File: config.mk
export PLATFORM = sky130hd
export DESIGN_NAME = arp_resolver
export DESIGN_NICKNAME = d
export VERILOG_FILES = /design/src/rtl/arp_pkg.sv /design/src/rtl/arp_retry_timer.sv /design/src/rtl/arp_resolver.sv
export SDC_FILE = /design/constraint.sdc
export NUM_CORES = 1
export LEC_CHECK = 0
export CAP_MARGIN = 25
export CORE_AREA = 2 2 210 212
export CTS_CLUSTER_SIZE = 14
export DETAILED_ROUTE_END_ITERATION = 12
export DIE_AREA = 0 0 212 214
export GPL_TIMING_DRIVEN = 0
export HOLD_SLACK_MARGIN = 0.1
export PLACE_DENSITY = 0.62
export SLEW_MARGIN = 5
export SYNTH_ARGS = -nofsm -noshare
export SYNTH_HDL_FRONTEND = slang
export SYNTH_SLANG_ARGS = --single-unit
File: constraint.sdc
create_clock -name clk -period 1.9 [get_ports clk]
set_clock_uncertainty 0.1 [all_clocks]
set_input_delay 0.285 -clock clk [delete_from_list [all_inputs] [get_ports clk]]
set_output_delay 0.285 -clock clk [all_outputs]
set_load 0.01 [all_outputs]
File: src/rtl/arp_pkg.sv
// Shared constants, FSM state encoding and helpers for the ARP resolver.
package arp_pkg;

    localparam logic [15:0] ARP_OPER_REQUEST = 16'h0001;
    localparam logic [15:0] ARP_OPER_REPLY   = 16'h0002;
    localparam logic [47:0] BCAST_MAC        = 48'hffff_ffff_ffff;
    localparam logic [31:0] BCAST_IP         = 32'hffff_ffff;

    typedef enum logic [2:0] {
        ST_IDLE       = 3'd0,
        ST_QUERY      = 3'd1,
        ST_WAIT_CACHE = 3'd2,
        ST_SEND_REQ   = 3'd3,
        ST_WAIT_REPLY = 3'd4,
        ST_RESPOND    = 3'd5
    } arp_state_t;

    // Only well-formed requests/replies from a configured sender are worth caching.
    function automatic logic is_learnable(input logic [15:0] oper, input logic [31:0] spa);
        return ((oper == ARP_OPER_REQUEST) || (oper == ARP_OPER_REPLY)) && (spa != 32'h0);
    endfunction

endpackage

File: src/rtl/arp_retry_timer.sv
// Down-counter pacing ARP request retries; saturates at zero, reloads on i_load.
module arp_retry_timer #(
    parameter int          TIMER_WIDTH    = 28,
    parameter int unsigned RETRY_INTERVAL = 250000000
) (
    input  logic clk,
    input  logic rst_n,
    input  logic i_load,
    input  logic i_tick,
    output logic o_expired
);

    localparam logic [TIMER_WIDTH-1:0] RELOAD = TIMER_WIDTH'(RETRY_INTERVAL - 1);

    logic [TIMER_WIDTH-1:0] r_count;

    always_ff @(posedge clk or negedge rst_n) begin
        if (!rst_n) begin
            r_count <= '0;
        end else if (i_load) begin
            r_count <= RELOAD;
        end else if (i_tick && (r_count != '0)) begin
            r_count <= r_count - TIMER_WIDTH'(1);
        end
    end

    assign o_expired = (r_count == '0);

endmodule

File: src/rtl/arp_resolver.sv
// Resolves next-hop MAC addresses through arp_cache, issuing timed ARP requests on a miss,
// and learns sender bindings from every received ARP packet.
module arp_resolver
    import arp_pkg::*;
#(
    parameter int          RETRY_COUNT    = 4,
    parameter int unsigned RETRY_INTERVAL = 250000000,
    parameter int          TIMER_WIDTH    = 28
) (
    input  logic        clk,
    input  logic        rst_n,
    input  logic        i_arp_req_valid,
    output logic        o_arp_req_ready,
    input  logic [31:0] i_arp_req_ip,
    output logic        o_arp_resp_valid,
    input  logic        i_arp_resp_ready,
    output logic        o_arp_resp_error,
    output logic [47:0] o_arp_resp_mac,
    output logic        o_cache_query_valid,
    input  logic        i_cache_query_ready,
    output logic [31:0] o_cache_query_ip,
    input  logic        i_cache_resp_valid,
    output logic        o_cache_resp_ready,
    input  logic        i_cache_resp_error,
    input  logic [47:0] i_cache_resp_mac,
    output logic        o_cache_write_valid,
    input  logic        i_cache_write_ready,
    output logic [31:0] o_cache_write_ip,
    output logic [47:0] o_cache_write_mac,
    input  logic        i_arp_rx_valid,
    output logic        o_arp_rx_ready,
    input  logic [15:0] i_arp_rx_oper,
    input  logic [47:0] i_arp_rx_sha,
    input  logic [31:0] i_arp_rx_spa,
    output logic        o_arp_tx_valid,
    input  logic        i_arp_tx_ready,
    output logic [15:0] o_arp_tx_oper,
    output logic [47:0] o_arp_tx_tha,
    output logic [31:0] o_arp_tx_tpa,
    input  logic [31:0] i_local_ip,
    input  logic [31:0] i_gateway_ip,
    input  logic [31:0] i_subnet_mask
);

    localparam int CNT_W = $clog2(RETRY_COUNT + 1);

    arp_state_t       r_state, w_state_next;
    logic             r_arp_req_ready, r_arp_resp_valid, r_arp_resp_error;
    logic [47:0]      r_arp_resp_mac;
    logic             r_cache_query_valid, r_cache_resp_ready;
    logic             r_cache_write_valid;
    logic [31:0]      r_cache_write_ip;
    logic [47:0]      r_cache_write_mac;
    logic             r_arp_rx_ready, r_arp_tx_valid;
    logic [15:0]      r_arp_tx_oper;
    logic [31:0]      r_next_hop;
    logic [CNT_W-1:0] r_retry_cnt;

    logic w_req_fire, w_query_fire, w_cresp_fire, w_tx_fire, w_resp_fire;
    logic w_rx_fire, w_wr_fire, w_learn, w_wr_valid_next;
    logic w_is_bcast, w_on_subnet, w_reply_match, w_retries_done;
    logic w_timer_tick, w_timer_expired;
    logic w_req_ready_next, w_query_valid_next, w_cresp_ready_next, w_tx_valid_next, w_resp_valid_next;

    assign w_req_fire    = i_arp_req_valid && r_arp_req_ready;
    assign w_query_fire  = r_cache_query_valid && i_cache_query_ready;
    assign w_cresp_fire  = i_cache_resp_valid && r_cache_resp_ready;
    assign w_tx_fire     = r_arp_tx_valid && i_arp_tx_ready;
    assign w_resp_fire   = r_arp_resp_valid && i_arp_resp_ready;
    assign w_rx_fire     = i_arp_rx_valid && r_arp_rx_ready;
    assign w_wr_fire     = r_cache_write_valid && i_cache_write_ready;
    assign w_learn       = w_rx_fire && is_learnable(i_arp_rx_oper, i_arp_rx_spa);

    assign w_is_bcast     = (i_arp_req_ip == BCAST_IP) || (i_arp_req_ip == (i_local_ip | ~i_subnet_mask));
    assign w_on_subnet    = ((i_arp_req_ip ^ i_local_ip) & i_subnet_mask) == 32'h0;
    assign w_reply_match  = w_rx_fire && (i_arp_rx_oper == ARP_OPER_REPLY) && (i_arp_rx_spa == r_next_hop);
    assign w_retries_done = (r_retry_cnt >= CNT_W'(RETRY_COUNT));
    assign w_timer_tick   = (r_state == ST_WAIT_REPLY);

    arp_retry_timer #(
        .TIMER_WIDTH   (TIMER_WIDTH),
        .RETRY_INTERVAL(RETRY_INTERVAL)
    ) u_retry_timer (
        .clk      (clk),
        .rst_n    (rst_n),
        .i_load   (w_tx_fire),
        .i_tick   (w_timer_tick),
        .o_expired(w_timer_expired)
    );

    always_ff @(posedge clk or negedge rst_n) begin
        if (!rst_n) r_state <= ST_IDLE;
        else        r_state <= w_state_next;
    end

    always_comb begin
        w_state_next = r_state;
        case (r_state)
            ST_IDLE:       if (w_req_fire) w_state_next = w_is_bcast ? ST_RESPOND : ST_QUERY;
            ST_QUERY:      if (w_query_fire) w_state_next = ST_WAIT_CACHE;
            ST_WAIT_CACHE: if (w_cresp_fire) w_state_next = i_cache_resp_error ? ST_SEND_REQ : ST_RESPOND;
            ST_SEND_REQ:   if (w_tx_fire) w_state_next = ST_WAIT_REPLY;
            // A reply arriving on the expiry cycle takes priority over the retry decision.
            ST_WAIT_REPLY: begin
                if (w_reply_match)        w_state_next = ST_RESPOND;
                else if (w_timer_expired) w_state_next = w_retries_done ? ST_RESPOND : ST_SEND_REQ;
            end
            ST_RESPOND:    if (w_resp_fire) w_state_next = ST_IDLE;
            default:       w_state_next = ST_IDLE;
        endcase
    end

    // Handshake outputs decode the upcoming state so they can be registered without a lag cycle.
    always_comb begin
        w_req_ready_next   = (w_state_next == ST_IDLE);
        w_query_valid_next = (w_state_next == ST_QUERY);
        w_cresp_ready_next = (w_state_next == ST_WAIT_CACHE);
        w_tx_valid_next    = (w_state_next == ST_SEND_REQ);
        w_resp_valid_next  = (w_state_next == ST_RESPOND);
    end

    always_ff @(posedge clk or negedge rst_n) begin
        if (!rst_n) begin
            r_arp_req_ready     <= 1'b0;
            r_cache_query_valid <= 1'b0;
            r_cache_resp_ready  <= 1'b0;
            r_arp_tx_valid      <= 1'b0;
            r_arp_resp_valid    <= 1'b0;
            r_arp_tx_oper       <= '0;
            r_next_hop          <= '0;
            r_arp_resp_mac      <= '0;
            r_arp_resp_error    <= 1'b0;
            r_retry_cnt         <= '0;
        end else begin
            r_arp_req_ready     <= w_req_ready_next;
            r_cache_query_valid <= w_query_valid_next;
            r_cache_resp_ready  <= w_cresp_ready_next;
            r_arp_tx_valid      <= w_tx_valid_next;
            r_arp_resp_valid    <= w_resp_valid_next;
            r_arp_tx_oper       <= w_tx_valid_next ? ARP_OPER_REQUEST : 16'h0;
            if (w_req_fire) begin
                r_next_hop <= w_on_subnet ? i_arp_req_ip : i_gateway_ip;
                if (w_is_bcast) begin
                    r_arp_resp_mac   <= BCAST_MAC;
                    r_arp_resp_error <= 1'b0;
                end
            end
            if ((r_state == ST_WAIT_CACHE) && w_cresp_fire) begin
                r_retry_cnt <= '0;
                if (!i_cache_resp_error) begin
                    r_arp_resp_mac   <= i_cache_resp_mac;
                    r_arp_resp_error <= 1'b0;
                end
            end
            if ((r_state == ST_SEND_REQ) && w_tx_fire) r_retry_cnt <= r_retry_cnt + CNT_W'(1);
            if (r_state == ST_WAIT_REPLY) begin
                if (w_reply_match) begin
                    r_arp_resp_mac   <= i_arp_rx_sha;
                    r_arp_resp_error <= 1'b0;
                end else if (w_timer_expired && w_retries_done) begin
                    r_arp_resp_mac   <= '0;
                    r_arp_resp_error <= 1'b1;
                end
            end
        end
    end

    // One-entry learning buffer; rx is only accepted while it is empty.
    assign w_wr_valid_next = w_learn || (r_cache_write_valid && !i_cache_write_ready);

    always_ff @(posedge clk or negedge rst_n) begin
        if (!rst_n) begin
            r_cache_write_valid <= 1'b0;
            r_cache_write_ip    <= '0;
            r_cache_write_mac   <= '0;
            r_arp_rx_ready      <= 1'b0;
        end else begin
            r_cache_write_valid <= w_wr_valid_next;
            r_arp_rx_ready      <= !w_wr_valid_next;
            if (w_learn) begin
                r_cache_write_ip  <= i_arp_rx_spa;
                r_cache_write_mac <= i_arp_rx_sha;
            end
        end
    end

    assign o_arp_req_ready     = r_arp_req_ready;
    assign o_arp_resp_valid    = r_arp_resp_valid;
    assign o_arp_resp_error    = r_arp_resp_error;
    assign o_arp_resp_mac      = r_arp_resp_mac;
    assign o_cache_query_valid = r_cache_query_valid;
    assign o_cache_query_ip    = r_next_hop;
    assign o_cache_resp_ready  = r_cache_resp_ready;
    assign o_cache_write_valid = r_cache_write_valid;
    assign o_cache_write_ip    = r_cache_write_ip;
    assign o_cache_write_mac   = r_cache_write_mac;
    assign o_arp_rx_ready      = r_arp_rx_ready;
    assign o_arp_tx_valid      = r_arp_tx_valid;
    assign o_arp_tx_oper       = r_arp_tx_oper;
    assign o_arp_tx_tha        = 48'h0;
    assign o_arp_tx_tpa        = r_next_hop;

endmodule
==> results.yml, run 1 <==
clocking:
  path_clk_slew_ps: 60
  cts_tree: "built"
  h-tree-depth: 1
  clock_sinks: 202
  clock_latency_ps: 560
  cts_buffers: 26
  cts-root-buf: "clkbuf_16"
  ctsLongestPathBuffers: 3
run_status:
  outcome: "complete, but fails checks"
  violations: "setup timing"
worst_setup_path:
  cp.required_ps: 2240
  arrival_ps: 2750
  crit_path_start_kind: "register"
  endpoint_kind: "register"
  critical_path_peak_fanout: 8
  crit_path_top_delay_cell: "dfrtp_2"
  cp_common_cell: "nand4_1"
  worstSetupPathType: "reg2reg"
  cp_slowest_stage_delay_ps: 450
  path_cells: "xnor2_2 > nand4_1 > nor4_4 > nand4_1 > a21boi_4 > buf_12 > buf_16 > o21ai_0 > o21ai_1"
drt:
  ant_nets: 0
  routed_via_density: 4.71
  via_count: 11200
  routedWlPerCell_um: 21.8
  drt_wl_total_um: 52100
  route.detailed.drc: 0
  drt-initial-drc-count: 465
  dr.pass1.iters: 5
grt:
  grt-ovfl-total: 0
  grt_start_max_net_pins: 108
  antenna_found_initial: 8
  grt_pass1_vias: 11400
  gr-usage-all-layers_pct: 22.1
  grt_pass1_wl_um: 75300
min_path:
  hp-class: "in2reg"
synth:
  synthFlopType: "dfrtp_1"
  synthArstFlopShare_pct: 100
  avgSynthCellArea_sq_um: 10.1
  syn_area_sq_mm: 0.0111
  netlist_instances: 1100
  synth.distinct_cells: 56
  synth_edf_count: 0
  seq_area_frac_synth_pct: 45.6
  ys_seq_elements: 202
  ys_warn_count: 0
power_and_ir_drop:
  ir_drop_uv: 518
  powerDensity_mw_per_mm2: 978
  leakage_uw: 0.00970
  power_uw: 19600
sta:
  min_period_ps: 2420
  fin_crit_sh_pct: 127
  worstMarginPinSlew_ps: 935
  hold_ws_ps: 95.7
  fmax_mhz: 414
  relSlewSlack_pct: 37.5
  finalHoldViolCount: 0
  slew_viol_final: 0
  fin_ws_ps: -518
  grt_setup_unrepaired: "true"
  tns_ps: -31020
  setup_viol: 85
cells_and_area:
  fillers: 4060
  area_delta_synth_final_pct: 80.8
  final_cells: 2390
  final_net_count: 2070
  drive_above_1_share_pct: 31.3
floorplanning:
  rows: 76
  start_util_pct: 25.8
  die_w_um: 212
  die_area_sq_mm: 0.0454
  die_h_um: 214
  io_pins: 546
  core_sq_mm: 0.0429
placed_design:
  io_buffers: 482
  hpwl_um: 40500
  placed_cells: 2232
  routabilityCongestion: 0.957
job:
  cap_viol_max_count: 0
[timing repair]
item,in CTS,in global routing
gates resized for setup,432,202
endpoints found under the setup margin,298,224
pin swaps,73,61
hold buffers,3,17
cloned,4,3
endpoints found under the hold margin,127,17
setup buffers,72,19
[through the flow]
step                      instance area, sq um  setup WS [ps]  utilization [%]
after floorplan                          11400           -153                -
after global placement                   17000          -8490             39.6
after detailed placement                 17000          -1660             39.7
after CTS                                19200           -517             44.7
after global routing                     20000           -592             46.7
final                                    20000           -518             46.7
[final timing paths]
check                                           startpoint                                end  slack (ps)  cells past startpoint
max                           o_arp_tx_tpa[23]$_DFFE_PN0P_       o_arp_resp_mac[39]$_DFF_PN0_        -520                      9
max reg2reg                   o_arp_tx_tpa[23]$_DFFE_PN0P_       o_arp_resp_mac[39]$_DFF_PN0_        -520                      9
min in group asynchronous                            rst_n  o_cache_write_mac[19]$_DFFE_PN0P_         210                      3
min                                        i_arp_req_ip[5]        o_arp_tx_tpa[5]$_DFFE_PN0P_         100                      3
max in group asynchronous                            rst_n   o_cache_write_mac[1]$_DFFE_PN0P_         190                      3
min reg2reg                o_cache_write_ip[9]$_DFFE_PN0P_    o_cache_write_ip[9]$_DFFE_PN0P_         380                      2
[cells in the final DEF (no fill, tap or decap), types with 29 or more instances in the layout]
cell             synthesis  final
clkdlybuf4s50_1          0    279
dfrtp_1                202    165
buf_4                   96    157
nand2_1                118    104
dlygate4sd2_1            0     91
mux2_2                  80     80
o21ai_1                 52     74
conb_1                   1     63
dlymetal6s2s_1           0     57
a211oi_1                49     48
xor2_1                  44     42
xnor2_1                 55     40
dfrtp_2                  0     37
buf_6                    1     36
o21ai_2                  0     35
mux2i_1                 32     30
clkbuf_16                0     29
[cell usage after synthesis, drive strengths merged, types with 3 or more instances]
cell type | number | area (sq um)
nor2b | 16 | 100
o21ai | 138 | 691
inv | 13 | 48.8
dfrtp | 202 | 5050
nor4 | 32 | 249
buf | 118 | 837
ha | 4 | 50.1
nor3 | 13 | 70.1
nand2 | 118 | 443
mux2 | 80 | 901
and2 | 4 | 25.0
a21oi | 5 | 25.0
nand3 | 14 | 70.1
xor2 | 44 | 385
a221oi | 3 | 26.3
a22o | 7 | 61.3
or3 | 7 | 48.8
mux2i | 32 | 320
clkbuf | 32 | 120
xnor2 | 55 | 482
nand2b | 7 | 43.8
nor2 | 31 | 119
a22oi | 10 | 75.1
o22ai | 8 | 50.1
and3 | 3 | 18.8
a211oi | 49 | 368
nand4 | 27 | 169
[layout make-up]
| class | count | area (sq um) | share of cell area (%) |
|---|---|---|---|
| diodes | 3 | 7.51 | 0.0375 |
| plain buffers | 145 | 1140 | 5.68 |
| clock buffers | 35 | 734 | 3.67 |
| clock inverters | 11 | 146 | 0.731 |
| inverters | 13 | 48.8 | 0.244 |
| multi-input cells | 798 | 6200 | 31.0 |
| flip-flops and latches | 202 | 5100 | 25.5 |
| well taps | 585 | 732 | 3.65 |
| repair buffers | 598 | 5920 | 29.6 |
[routing by layer]
| metal | wire length, um | GRT usage [%] |
|---|---|---|
| met3 | 2650 | 3.43 |
| met1 | 20100 | 26.0 |
| met4 | 1530 | 5.94 |
| met5 | 68 | 0 |
| met2 | 27800 | 41.2 |
[cell families (layout without fill, tap and decap cells)]
family	after synthesis	after routing	share of synthesized area, %
and+or+nand+nor	281	282	12.9
AOI/OAI and AO/OA	238	238	13.1
DFF	202	202	45.6
buffers and inverters	163	802	9.08
muxes	112	112	11.0
xor gates and xnor gates	99	99	7.83
adders and majority gates	4	4	0.452
other	1	66	0.0338
[flip-flops by register name, summed over array words and instances (netlist names)]
signal / flops
o_cache_write_ip: 32
o_cache_query_valid: 1
u_retry_timer.r_count: 28
o_arp_resp_mac: 48
o_arp_tx_tpa: 32
o_arp_resp_error: 1
o_cache_write_valid: 1
o_cache_write_mac: 48
o_arp_tx_oper: 1
r_state: 3
r_retry_cnt: 3
o_arp_req_ready: 1
o_cache_resp_ready: 1
o_arp_rx_ready: 1
o_arp_resp_valid: 1
[report_power, final]
part	total [uW]	switching (uW)	internal (uW)
Clock	5110	2000	3110
Sequential	6390	1060	5330
Combinational	8100	3890	4210
[critical path, delay by kind of cell (launching register included)]
kind / cells / cell delay (ps)
simple gates: 3 / 870
flops: 1 / 450
compound gates: 3 / 370
buf+inv: 2 / 320
xor+xnor: 1 / 170
Note: power is estimated with default switching activity, not from simulation.
==> run 2: changes to the inputs <==
Settings changed: CORE_AREA 2 2 210 212 to 2 2 211 213, DIE_AREA 0 0 212 214 to 0 0 213 215, PLACE_DENSITY 0.62 to 0.6.
Clock period 1.9 ns to 2.9 ns, I/O delays scaled along.
==> run 2 against run 1 <==
  * The run now ends clean
  * Largest power group unchanged
  * Highest routed layer is now met4
  * Critical path depth rose by 1
  * Clock power decreased by 36%
  * Setup slack better by 630 ps
  * Sequential power fell by 34%
  * Final cell count shrank 4.3%
  * Routed wire length shrank 6.4%
  * Fmax shrank 13%
  * Non-clock buffer count decreased by 104
  * First-iteration DRC count is 28% higher
==> results.yml, run 2 (synthesis gave the netlist of run 1 again) <==
power_and_ir_drop:
  sw_frac_of_total_pct: 34.2
  seqPwrFrac_pct: 35.0
  leakage_uw: 0.00774
  ir_drop_uv: 393
  p_int_uw: 7960
  comb_power_share_pct: 38.0
  switchingPower_uw: 4150
  powerDensity_mw_per_mm2: 676
  power.share.clock_pct: 27.0
cells_and_area:
  antenna_cells: 0
  fillers: 4259
  mostFrequentLayoutCells: "480 x clkdlybuf4s50_1, 202 x dfrtp_1, 118 x nand2_1"
  utilization_pct: 41.0
  fin_area_sq_mm: 0.0179
  final_net_count: 1964
  drive_above_1_share_pct: 15.6
  final_common_cell: "clkdlybuf4s50_1"
  area_delta_synth_final_pct: 61.6
placed_design:
  dpl_cell_area_sq_mm: 0.0169
  routabilityCongestion: 0.904
  io_buffers: 482
  hpwl_um: 39800
  preCtsSetupSlack_ps: -878
run_status:
  outcome: "finished clean"
sta:
  relSlewSlack_pct: 45.7
  tns_ps: 0
  fin_crit_sh_pct: 96.1
  setup_viol: 0
  slew_viol_final: 0
  fin_ws_ps: 112
  fmax_mhz: 359
  worstMarginPinSlew_ps: 814
  min_period_ps: 2790
  finalHoldViolCount: 0
floorplanning:
  core_sq_mm: 0.0436
  rows: 77
  die_w_um: 213
  die_area_sq_mm: 0.0458
  io_pins: 546
  die_h_um: 215
  start_util_pct: 25.4
clocking:
  cts-root-buf: "clkbuf_16"
  ctsLongestPathBuffers: 3
  clock_sinks: 202
  h-tree-depth: 1
  cts_buffers: 25
  clock_latency_ps: 560
  cts_tree: "built"
  path_clk_slew_ps: 60
worst_setup_path:
  r2r_slack_ps: 110
  rr_endpoint: "o_arp_resp_mac[43]$_DFF_PN0_"
  r2r-start: "o_arp_tx_tpa[28]$_DFFE_PN0P_"
  arrival_ps: 3120
  endpoint_kind: "register"
  worstSetupPathType: "reg2reg"
  critical_path_peak_fanout: 10
  cp.required_ps: 3230
  crit_path_start_kind: "register"
  reg2reg_depth: 10
drt:
  via_count: 10500
  ant_nets: 0
  dr.pass1.iters: 5
  drt-initial-drc-count: 593
  routed_via_density: 4.57
  drt_wl_total_um: 48800
  routedWlPerCell_um: 21.3
  route.detailed.drc: 0
grt:
  grt_start_max_net_pins: 107
  grt_pass1_wl_um: 71400
  antenna_found_initial: 2
  grt-ovfl-total: 0
  grt_pass1_vias: 10900
  gr-usage-all-layers_pct: 20.8
min_path:
  min_from: "i_arp_rx_spa[1]"
  hold_path_depth: 2
  min_to: "o_cache_write_ip[1]$_DFFE_PN0P_"
  hp-class: "in2reg"
job:
  cap_viol_max_count: 0
-- run 2: area by class of cell --
cell class | count | area (sq um) | share of cell area, %
Buffer | 150 | 966 | 5.39
Sequential cell | 202 | 5050 | 28.2
Inverter | 13 | 48.8 | 0.272
Clock buffer | 36 | 707 | 3.95
Timing Repair Buffer | 489 | 4920 | 27.5
Tap cell | 592 | 741 | 4.14
Clock inverter | 9 | 144 | 0.803
Multi-Input combinational cell | 797 | 5330 | 29.7
-- run 2: repair_timing --
item | CTS | global route
setup buffers | 1 | 4
pin swaps | 1 | 5
endpoints found under the hold margin | 96 | 0
endpoints found under the setup margin | 131 | 88
cloned | 0 | 0
resized for setup | 6 | 11
hold buffers | 1 | 0
-- run 2: how the worst max path moves through the flow --
| stage | to | slack, ps | startpoint | cells past startpoint |
|---|---|---|---|---|
| 3_3_place_gp | o_arp_tx_oper[0]$_DFF_PN0_ | -7710 | rst_n | 1 |
| 2_1_floorplan | u_retry_timer.r_count[27]$_DFFE_PN0P_ | 800 | u_retry_timer.r_count[0]$_DFFE_PN0P_ | 10 |
| 4_1_cts | o_arp_resp_mac[37]$_DFF_PN0_ | 6 | i_arp_rx_spa[1] | 11 |
| 6_report | o_arp_resp_mac[43]$_DFF_PN0_ | 110 | o_arp_tx_tpa[28]$_DFFE_PN0P_ | 10 |
| 3_5_place_dp | o_arp_resp_mac[37]$_DFF_PN0_ | -880 | i_arp_rx_spa[1] | 10 |
| 5_1_grt | o_arp_resp_mac[43]$_DFF_PN0_ | -40 | o_arp_tx_tpa[28]$_DFFE_PN0P_ | 10 |
-- run 2: power groups by stage --
stage / Clock, uW / Sequential, uW / Combinational [uW]
final: 3270 / 4240 / 4600
after global routing: 3480 / 4320 / 4940
after CTS: 3360 / 4250 / 4610
after detailed placement: 0 / 4290 / 4580
after global placement: 0 / 4270 / 4530
after floorplan: 0 / 4230 / 1810
-- run 2: stage by stage --
step                      instances  hold slack, ps  total power, uW
after floorplan                1162            39.4             6040
after global placement         2236             367             8800
after detailed placement       2237             378             8860
after CTS                      2284             316            12200
after global routing           2288             331            12700
final                          2288             337            12100
-- run 2: metal layers --
layer | global-route usage, % | routed length, um
met4 | 5.24 | 1100
met5 | 0 | 0
met2 | 38.1 | 25400
met1 | 25.0 | 19700
met3 | 3.49 | 2580
-- run 2: worst max-delay path: stages (launching register included) --
cell and delay [ps]:
dfrtp_1 460, xnor2_2 230, nand4_1 220, buf_4 210, nor4_2 340, nand4_1 240
a21boi_1 250, buf_6 190, buf_2 190, o21ai_0 130, o21ai_1 110
==> run 3: changes to the inputs <==
Settings changed: CTS_CLUSTER_DIAMETER set to 50.
==> run 3 against run 2 <==
  * Setup slack gained 43 ps
  * Fmax grew 1.5%
  * Critical path type unchanged
  * First-iteration DRC count grew 8.8%
  * Critical path depth shrank 1
  * Critical endpoint is now o_arp_resp_mac[11]$_DFF_PN0_
  * Die area is the same
  * Routed wire length is essentially flat
  * Non-clock buffer count shrank 2
  * Clock power grew 14%
  * Register-to-register slack gained 40 ps
  * Sequential power is essentially flat
  * Combinational power is essentially flat
==> results.yml, run 3 (synthesis gave the netlist of run 1 again) <==
power_and_ir_drop:
  comb_power_share_pct: 36.6
  powerDensity_mw_per_mm2: 695
  sw_frac_of_total_pct: 34.7
  seqPwrFrac_pct: 33.7
  leakage_uw: 0.00783
  power.share.clock_pct: 29.7
  power_uw: 12600
  ir_drop_uv: 419
  switchingPower_uw: 4360
  p_int_uw: 8210
grt:
  grt_start_max_net_pins: 107
  gr-usage-all-layers_pct: 20.9
  grt.met1_usage_pct: 25.2
  top_usage_layer: "met2"
  gr-usage-met2_pct: 38.2
  grt_pass1_wl_um: 71800
  grt_pass1_vias: 10900
  antenna_found_initial: 2
  met3_usage_pct: 3.33
  grt-ovfl-total: 0
cells_and_area:
  area_delta_synth_final_pct: 63.3
  final_net_count: 1968
  utilization_pct: 41.5
  drive_above_1_share_pct: 16.6
  fin_area_sq_mm: 0.0181
  antenna_cells: 0
  mostFrequentLayoutCells: "480 x clkdlybuf4s50_1, 202 x dfrtp_1, 118 x nand2_1"
  fillers: 4256
  final_common_cell: "clkdlybuf4s50_1"
worst_setup_path:
  endpoint_kind: "register"
  crit_path_start_kind: "register"
  cp.required_ps: 3300
  critical_path_peak_fanout: 10
  arrival_ps: 3140
  worstSetupPathType: "reg2reg"
sta:
  min_period_ps: 2750
  slew_viol_final: 0
  hold_ws_ps: 318
  fin_crit_sh_pct: 94.7
  relSlewSlack_pct: 46.3
  setup_viol: 0
  finalHoldViolCount: 0
  grt_setup_unrepaired: "false"
  worstMarginPinSlew_ps: 805
  fmax_mhz: 364
floorplanning:
  rows: 77
  io_pins: 546
  core_sq_mm: 0.0436
  die_w_um: 213
  die_h_um: 215
  die_area_sq_mm: 0.0458
  start_util_pct: 25.4
clocking:
  clock_latency_ps: 570
  cts-root-buf: "clkbuf_16"
  cts_tree: "built"
  path_clk_slew_ps: 60
  clock_sinks: 202
  cts_buffers: 31
  ctsLongestPathBuffers: 3
  h-tree-depth: 1
placed_design:
  routabilityCongestion: 0.904
  dpl_cell_area_sq_mm: 0.0169
  io_buffers: 482
  hpwl_um: 39800
min_path:
  hp-class: "in2reg"
drt:
  route.detailed.drc: 0
  routedWlPerCell_um: 21.2
  routed_via_density: 4.56
  dr.pass1.iters: 5
  drt-initial-drc-count: 645
  drt_wl_total_um: 48800
  via_count: 10500
  ant_nets: 0
job:
  cap_viol_max_count: 0
run_status:
  outcome: "finished clean"
run 3: changes by cell type in the layout (fill, tap and decap cells not counted), moves of 2 or more:
cell	before	now
clkinv_2	2	4
clkbuf_16	25	31
buf_4	100	98
inv_6	0	5
clkbuf_8	4	2
clkinv_4	1	6
clkinvlp_4	2	5
clkbuf_1	38	30
run 3: area by class of cell:
cell class,instances,area [sq um],area share (%)
inverters,13,48.8,0.270
multi-input cells,797,5330,29.5
plain buffers,150,967,5.35
clock inverters,24,241,1.33
flip-flops and latches,202,5050,27.9
repair buffers,487,4900,27.1
clock buffers,33,803,4.44
well taps,592,741,4.09
run 3: worst max-delay path, stage by stage, from the launching register on:
cell	delay, ps
dfrtp_1	500
xnor2_1	370
nand4_1	150
nor3b_1	270
nand3_2	170
nor4_4	230
buf_4	190
clkbuf_1	380
nand2_1	200
o21ai_1	120
run 3: power by group through the flow:
stage / clock, uW / combinational (uW) / sequential, uW
after floorplan: 0 / 1810 / 4230
after global placement: 0 / 4530 / 4270
after detailed placement: 0 / 4580 / 4290
after CTS: 3830 / 4620 / 4250
after global routing: 3950 / 4940 / 4330
final: 3730 / 4600 / 4240
run 3: through the flow:
step	setup TNS, ps	worst slack [ps]	cells
floorplan	0	805	1162
CTS	0	4.60	2296
global route	0	0.944	2298
global placement	-1708830	-7710	2236
detailed placement	-116650	-878	2237
finish	0	155	2298
run 3: final timing paths:
| path | start | to | slack (ps) | depth (start not counted) |
|---|---|---|---|---|
| hold / removal | i_arp_rx_spa[1] | o_cache_write_ip[1]$_DFFE_PN0P_ | 320 | 2 |
| min in group asynchronous | rst_n | o_cache_write_mac[37]$_DFFE_PN0P_ | 360 | 2 |
| setup / recovery | o_arp_tx_tpa[0]$_DFFE_PN0P_ | o_arp_resp_mac[11]$_DFF_PN0_ | 150 | 9 |
| setup reg to reg | o_arp_tx_tpa[0]$_DFFE_PN0P_ | o_arp_resp_mac[11]$_DFF_PN0_ | 150 | 9 |
| max in group asynchronous | rst_n | r_state[0]$_DFF_PN0_ | 1260 | 3 |
| hold reg to reg | o_cache_write_ip[9]$_DFFE_PN0P_ | o_cache_write_ip[9]$_DFFE_PN0P_ | 380 | 2 |
run 3: metal layers:
metal | share of wire, % | vias up
met2 | 52 | 378
met4 | 2.3 | 0
met3 | 5.5 | 65
met5 | 0 | -
met1 | 40 | 5112
li1 | - | 4933
run 3: what timing repair did:
action | 4_1_cts | 5_1_grt
endpoints found under the setup margin | 131 | 82
hold endpoints to repair | 96 | 0
resized for setup | 6 | 14
hold buffers | 1 | 0
buffers inserted | 1 | 2
pin swaps | 1 | 4
